## src/rtl/serial_ripple_subtractor.sv

```systemverilog
// Bit-serial unsigned subtractor: one full-subtractor stage plus a borrow flop,
// LSB first, with valid/ready handshakes on the operand and result sides.
module serial_ripple_subtractor #(
    parameter int WIDTH = 4
) (
    input  logic             clk,
    input  logic             rst_n,
    input  logic             in_valid,
    output logic             in_ready,
    input  logic [WIDTH-1:0] A,
    input  logic [WIDTH-1:0] B,
    input  logic             bi,
    output logic             out_valid,
    input  logic             out_ready,
    output logic [WIDTH-1:0] DIFF,
    output logic             bo,
    output logic             busy
);

    localparam int CW = (WIDTH > 1) ? $clog2(WIDTH) : 1;
    localparam logic [CW-1:0] LAST_BIT = CW'(WIDTH - 1);

    typedef enum logic [1:0] {
        IDLE = 2'b00,
        RUN  = 2'b01,
        DONE = 2'b10
    } state_t;

    state_t           state_r;
    logic [WIDTH-1:0] a_r;
    logic [WIDTH-1:0] b_r;
    logic [WIDTH-1:0] diff_r;
    logic [CW-1:0]    cnt_r;
    logic             brw_r;
    logic             bo_r;
    logic             in_ready_r;
    logic             out_valid_r;
    logic             busy_r;
    logic             d_s;
    logic             brw_nxt_s;

    // Returns {borrow_out, difference} of a single-bit full subtractor.
    function automatic logic [1:0] full_sub(input logic a_bit, input logic b_bit, input logic c_bit);
        full_sub = {(~a_bit & b_bit) | (~a_bit & c_bit) | (b_bit & c_bit), a_bit ^ b_bit ^ c_bit};
    endfunction

    // Current bit slice through the subtractor stage; forced quiet outside RUN.
    always_comb begin
        {brw_nxt_s, d_s} = 2'b00;
        if (state_r == RUN) begin
            {brw_nxt_s, d_s} = full_sub(a_r[cnt_r], b_r[cnt_r], brw_r);
        end else begin
            {brw_nxt_s, d_s} = 2'b00;
        end
    end

    // Control FSM, operand/borrow state and registered handshake outputs.
    always_ff @(posedge clk or negedge rst_n) begin
        if (!rst_n) begin
            state_r     <= IDLE;
            a_r         <= '0;
            b_r         <= '0;
            diff_r      <= '0;
            cnt_r       <= '0;
            brw_r       <= 1'b0;
            bo_r        <= 1'b0;
            in_ready_r  <= 1'b1;
            out_valid_r <= 1'b0;
            busy_r      <= 1'b0;
        end else begin
            case (state_r)
                IDLE: begin
                    if (in_valid) begin
                        a_r        <= A;
                        b_r        <= B;
                        brw_r      <= bi;
                        cnt_r      <= '0;
                        diff_r     <= '0;
                        bo_r       <= 1'b0;
                        in_ready_r <= 1'b0;
                        busy_r     <= 1'b1;
                        state_r    <= RUN;
                    end else begin
                        state_r <= IDLE;
                    end
                end
                RUN: begin
                    diff_r[cnt_r] <= d_s;
                    brw_r         <= brw_nxt_s;
                    if (cnt_r == LAST_BIT) begin
                        bo_r        <= brw_nxt_s;
                        out_valid_r <= 1'b1;
                        state_r     <= DONE;
                    end else begin
                        cnt_r <= cnt_r + 1'b1;
                    end
                end
                DONE: begin
                    if (out_ready) begin
                        out_valid_r <= 1'b0;
                        busy_r      <= 1'b0;
                        in_ready_r  <= 1'b1;
                        state_r     <= IDLE;
                    end else begin
                        state_r <= DONE;
                    end
                end
                default: begin
                    state_r     <= IDLE;
                    cnt_r       <= '0;
                    brw_r       <= 1'b0;
                    in_ready_r  <= 1'b1;
                    out_valid_r <= 1'b0;
                    busy_r      <= 1'b0;
                end
            endcase
        end
    end

    assign in_ready  = in_ready_r;
    assign out_valid = out_valid_r;
    assign busy      = busy_r;
    assign DIFF      = diff_r;
    assign bo        = bo_r;

endmodule

```

## config.mk

```make
export PLATFORM = sky130hd
export DESIGN_NAME = serial_ripple_subtractor
export DESIGN_NICKNAME = d
export VERILOG_FILES = /design/src/rtl/serial_ripple_subtractor.sv
export SDC_FILE = /design/constraint.sdc
export NUM_CORES = 1
export LEC_CHECK = 0
export BUFFER_PORTS_ARGS = -buffer_cell sky130_fd_sc_hd__buf_2
export CAP_MARGIN = 20
export CORE_MARGIN = 2
export CORE_UTILIZATION = 40
export CTS_CLUSTER_DIAMETER = 100
export DETAILED_ROUTE_END_ITERATION = 8
export GPL_ROUTABILITY_DRIVEN = 0
export PLACE_DENSITY = 0.64
export SETUP_SLACK_MARGIN = 0.5
export SLEW_MARGIN = 20
export SYNTH_ARGS = -nofsm -noshare
export SYNTH_HDL_FRONTEND = slang
export SYNTH_SLANG_ARGS = --single-unit
export TNS_END_PERCENT = 10
```

## constraint.sdc

```tcl
create_clock -name clk -period 6.85 [get_ports clk]
set_clock_uncertainty 0.15 [all_clocks]
set_input_delay 0.685 -clock clk [delete_from_list [all_inputs] [get_ports clk]]
set_output_delay 0.685 -clock clk [all_outputs]
set_load 0.03 [all_outputs]
```

Word-level counts from Yosys, hierarchy flattened
Index checks and enable logic that the tools add are counted.
- flip-flop bits (word level): 21
- input bits: 13
- output and inout port bits: 8
- word-level logic and storage cells: 70
- add/sub/neg operators: 1
- magnitude comparators: 2
- equal/unequal tests: 7
- muxes and demuxes: 29
- bitwise operators: 11
- reductions and logical operators: 10
- operators with widths (operator ; count):
    $mux W1 ; 12
    $pmux W1 S3 ; 4
    $pmux W2 S3 ; 2
    $reduce_and A3 Y1 ; 4
    $mux W2 ; 4
    $pmux W4 S2 ; 1
    $ne A2 B2 Y1 const B ; 3
    $reduce_and A2 Y1 ; 3
    $bmux W1 S2 ; 2
    $bwmux W4 ; 1
    $eq A2 B2 Y1 const B ; 2
    $mux W4 ; 1
    $not A1 Y1 ; 4
    $and A1 B1 Y1 ; 3
    $lt A2 B3 Y1 const B ; 1
    $add A2 B1 Y2 const B ; 1
    $demux W1 S2 ; 1
    $eq A2 B1 Y1 const B ; 1
    $ge A2 B1 Y1 const B ; 1
    $logic_not A2 Y1 ; 1
    $ne A2 B1 Y1 const B ; 1
    $or A1 B1 Y1 ; 2
    $pmux W1 S2 ; 1
    $reduce_bool A2 Y1 ; 1
    2 further kinds ; 3

Longest topological paths before layout
- depth after elaboration: 8
- depth in mapped cells: 6
- mapped depth without buffers: 6

Worst setup path before layout
No wires, ideal clock.
- path kind: reg2reg
- start: reg cnt_r[0]
- end: reg diff_r[0] (netlist: DIFF[0])
- setup time: 0.121 ns
- arrival time: 1.952 ns
- required time: 6.579 ns
- setup slack: 4.627 ns
- stages on the path, launching flop included: 6
- period minus slack after synthesis: 2.223 ns
- path through: dfrtp_1 > mux4_2 > fa_1 > nor2_1 > mux2_2 > a22o_1
- longest elaborated chain between the ends: 7
- elaborated cells between the ends (all ways): 14
- those cells by class: order compare: 2; mux: 9; bitwise: 2; reduce/logical: 1
- RTL lines (element ; line ; text):
    from (decl) ; 33 ; logic [CW-1:0] cnt_r;
    from (signal assigned) ; 95 ; cnt_r <= cnt_r + 1'b1;
    $bmux W1 S2 ; 51 ; {brw_nxt_s, d_s} = full_sub(a_r[cnt_r], b_r[cnt_r], brw_r);
    $mux W1 (not written as such) ; 51 ;
    $xor A1 B1 Y1 (2 in series) ; 44 ; full_sub = {(~a_bit & b_bit) | (~a_bit & c_bit) | (b_bit & c_bit), a_bit ^ b_bit ^ c_bit};
    $mux W1 ; 50 ; if (state_r == RUN) begin
    $bwmux W4 * ; 88 ; diff_r[cnt_r] <= d_s;
    $pmux W4 S2 * ; 71 ; case (state_r)
    to (signal, indexed assignment) ; 88 ;
    to (decl) ; 32 ; logic [WIDTH-1:0] diff_r;
Mark *: on every way between the ends. The rest lies on a longest branch, timed or not. The select of a mux whose other input is x is not followed.
A chain may end at the register's enable or synchronous reset.

Final worst setup path
- start: reg cnt_r[0]
- end: reg diff_r[2] (netlist: DIFF[2])
Same word-level chain as after synthesis.

==> summary.md <==
| Metric | Value |
|---|---|
| Setup violations, final | 0 |
| Core Footprint | 2480 um2 |
| Xor-xnor portion of the synthesized cell area | less than 1% |
| Maximum vdd ir drop | 246 uV |
| Root Driver | clkbuf_4 |
| Layout fillers | 243 |
| Critical Path Max Stage Delay | 0.55 ns |
| Post-synthesis mux area share | 17.3% |
| Synthesized area | 1040 um2 |
| Total grt overflow | 0 |
| Worst Reg-to-Reg Cells | 5 |
| Reg clk slew, reported paths | between 0.1 and 0.15 ns |
| Pre-antenna DRT Iters | 4 |
| Setup Buffers After CTS | 0 |
| Crit-path slowest cell | mux4_2 |
| Standard-cell row count | 18 |
| HP Class | in -> async |
| Later-pin clock latency in the skew report | ~0.3 ns |
| Tcrit/Tclk final | around 34% |
| Post-Synth Adder-Cell Area | 6.71% |
| Status | finished clean |
| First-pass GRT wire length | 2990 um |
| P&R area growth vs syn | 13.8% |
| Placed Instances | 130 |
| Dpl hpwl | 1300 um |
| Clock buffer depth | 2 |
| Routed WL per cell | 12.7 um |
| Vias/cell | 5.13 |
| Max transition margin | 68.0% |
| Mapped Cells | 83 |
| FF-to-FF End | DIFF[2] |
| Detail Route Antenna Nets | 0 |
| Main combinational cell family by area after synthesis | multiplexers |
| Vias | 688 |
| Vias in the first global route | 684 |
| EDFF count, synth | 0 |
| WP data required | approximately 6.9 ns |
| Post-synthesis register bit count | 21 |
| Critical path arrival | 2.38 ns |
| CTS HTree Levels | 1 |
| Netlist cell types | 26 |
| Fraction of layout cells with a size suffix above 1 | 40.4% |
| Synth top area cells | dfrtp_1 48%, mux2_2 13%, ha_1 4.8% |
| Fmax | 429 MHz |
| Number of CTS-inserted buffers | 3 |
| CP Capture Type | flip-flop |
| Ports | 21 |
| Reg2Reg Launch Point | cnt_r[0] |
| Initial core utilization | 42.1% |
| GR Util All Layers | roughly 15% |
| DRC Markers | 0 |
| Initial antenna violation count | 0 |
| Worst slack, placed | 4.51 ns |
| Pleak | roughly 0.54 nW |
| Core Util, Final | 47.9% |
| CP Cell Sequence | mux4_2 -> fa_1 -> nor2_1 -> mux2_2 -> a22o_1 |
| R2r setup slk | around 4.5 ns |
| ANT cells | 0 |
| Largest net degree at the start of global routing | 22 |
| Post_cts resized | 0 |
| Seq/Total Area, Yosys | 50.5% |
| Final hold viol count | 0 |
| Setup TNS | 0 ns |
| Die width | 55.1 um |
| Synth Area in Simple Gates | 8.75% |
| Initial DRC count | 9 |
| Setup Crit Path Kind | reg -> reg |
| Share of the synthesized area in the top cell type | a little under half |
| Syn Area/Cell | 12.6 um2 |
| P per Cell Area | 488 nW/um2 |
| Nets@finish | 123 |
| DIE HEIGHT | 55.1 um |
| Die area | ~3000 um2 |
| CTS tree | yes |
| Clk sinks | 21 |
| Crit path launch type | flip-flop |
| Buffer and inverter count on the worst path | 0 |
| Crit-path max FO | 7 |
| Pins over their slew limit | 0 |
| Post-Route WL | 1700 um |
| RSZ-0062 raised after global routing | false |
| Area leader, netlist | dfrtp_1 |
| Hold Buf Count CTS | 0 |
| Ys async rst share | 100% |
| Tmin final | 2.33 ns |
| Synth Area in Compound Gates | 11.8% |
| Ys Warns | 0 |
| Max Cap Violations | 0 |
| Top delay family on crit path | multiplexers |
| Worst-margin pin slew | 0.480 ns |
| Mapped Nets | 101 |
| IO Port Bufs | 20 |
| Final WS setup | 4.52 ns |
| Ys flop type | dfrtp_1 |
| Fin cells | 134 |
==> through the flow <==
stage | cell area [um2] | hold WS, ns | total power [mW]
2_1_floorplan | 1040 | 0.239 | 0.468
3_3_place_gp | 1160 | 0.335 | 0.520
3_5_place_dp | 1160 | 0.341 | 0.529
4_1_cts | 1190 | 0.170 | 0.589
5_1_grt | 1190 | 0.170 | 0.640
6_report | 1190 | 0.154 | 0.580
==> metal layers <==
| metal | track usage [%] | vias up | share of wire, % |
|---|---|---|---|
| met2 | 22.2 | 17 | 47 |
| met1 | 19.0 | 330 | 46 |
| met4 | 8.54 | 0 | 2.5 |
| li1 | - | 336 | - |
| met3 | 3.23 | 5 | 4.7 |
| met5 | 0 | - | 0 |
==> power breakdown <==
group	total [mW]	leakage (nW)	switching (mW)	internal (mW)
logic	0.282	0.272	0.138	0.144
registers	0.239	0.253	0.0564	0.183
clock network	0.0588	0.0177	0.0370	0.0218
==> cell families (layout without fill, tap and decap cells) <==
kind of cell	after synthesis	after routing
AOI/OAI and AO/OA	17	17
xor gates and xnor gates	1	1
adders and majority gates	5	5
buffers and inverters	9	30
DFF	21	21
muxes	14	14
and+or+nand+nor	16	16
==> registers in the layout (all words and copies together), names as in the netlist <==
| signal | flops |
|---|---|
| b_r | 4 |
| DIFF | 4 |
| bo | 1 |
| in_ready | 1 |
| a_r | 4 |
| out_valid | 1 |
| cnt_r | 2 |
| brw_r | 1 |
| state_r | 2 |
| busy | 1 |
==> how the worst max path moves through the flow <==
| stage | start | endpoint | depth (start not counted) |
|---|---|---|---|
| after global routing | cnt_r[0] | DIFF[2] | 5 |
| after global placement | cnt_r[0] | DIFF[0] | 5 |
| after floorplan | cnt_r[0] | DIFF[0] | 5 |
| final | cnt_r[0] | DIFF[2] | 5 |
| after CTS | cnt_r[0] | DIFF[2] | 5 |
| after detailed placement | cnt_r[0] | DIFF[2] | 5 |
==> synthesized netlist by cell type, types with 2 or more instances <==
library cell  number
a22o_1             5
mux2_2            12
nor2_1             3
o21ai_0            2
buf_2              2
o211ai_1           2
nand3_1            2
inv_1              6
nand2_1            5
a21oi_1            4
dfrtp_1           20
nand2b_1           2
ha_1               4
mux4_2             2
==> layout make-up <==
cell class,count,area (um2),area share [%]
Sequential cell,21,527,44.4
Inverter,6,22.5,1.90
Clock inverter,1,5.00,0.421
Multi-Input combinational cell,53,473,39.8
Clock buffer,3,22.5,1.90
Tap cell,30,37.5,3.16
Timing Repair Buffer,20,100,8.43
==> placed cells by master (no fill, tap or decap) <==
master and count:
nor3b_4 1, dfrtp_1 20, nand2_1 5, mux2_2 12, nand3_1 2, nor3_1 1, clkinv_2 1, a21oi_1 4
buf_2 20, dfstp_2 1, inv_1 6, nor2b_1 1, ha_1 4, o21ai_0 2, nor2_1 3, o211ai_1 2
a22o_1 5, nand2b_1 2, clkbuf_4 3, a22oi_1 1, xnor2_1 1, and2b_2 1, fa_1 1, o2bb2ai_1 1
mux4_2 2, o21bai_1 1, a22o_2 1
Note: power is estimated with default switching activity, not from simulation.
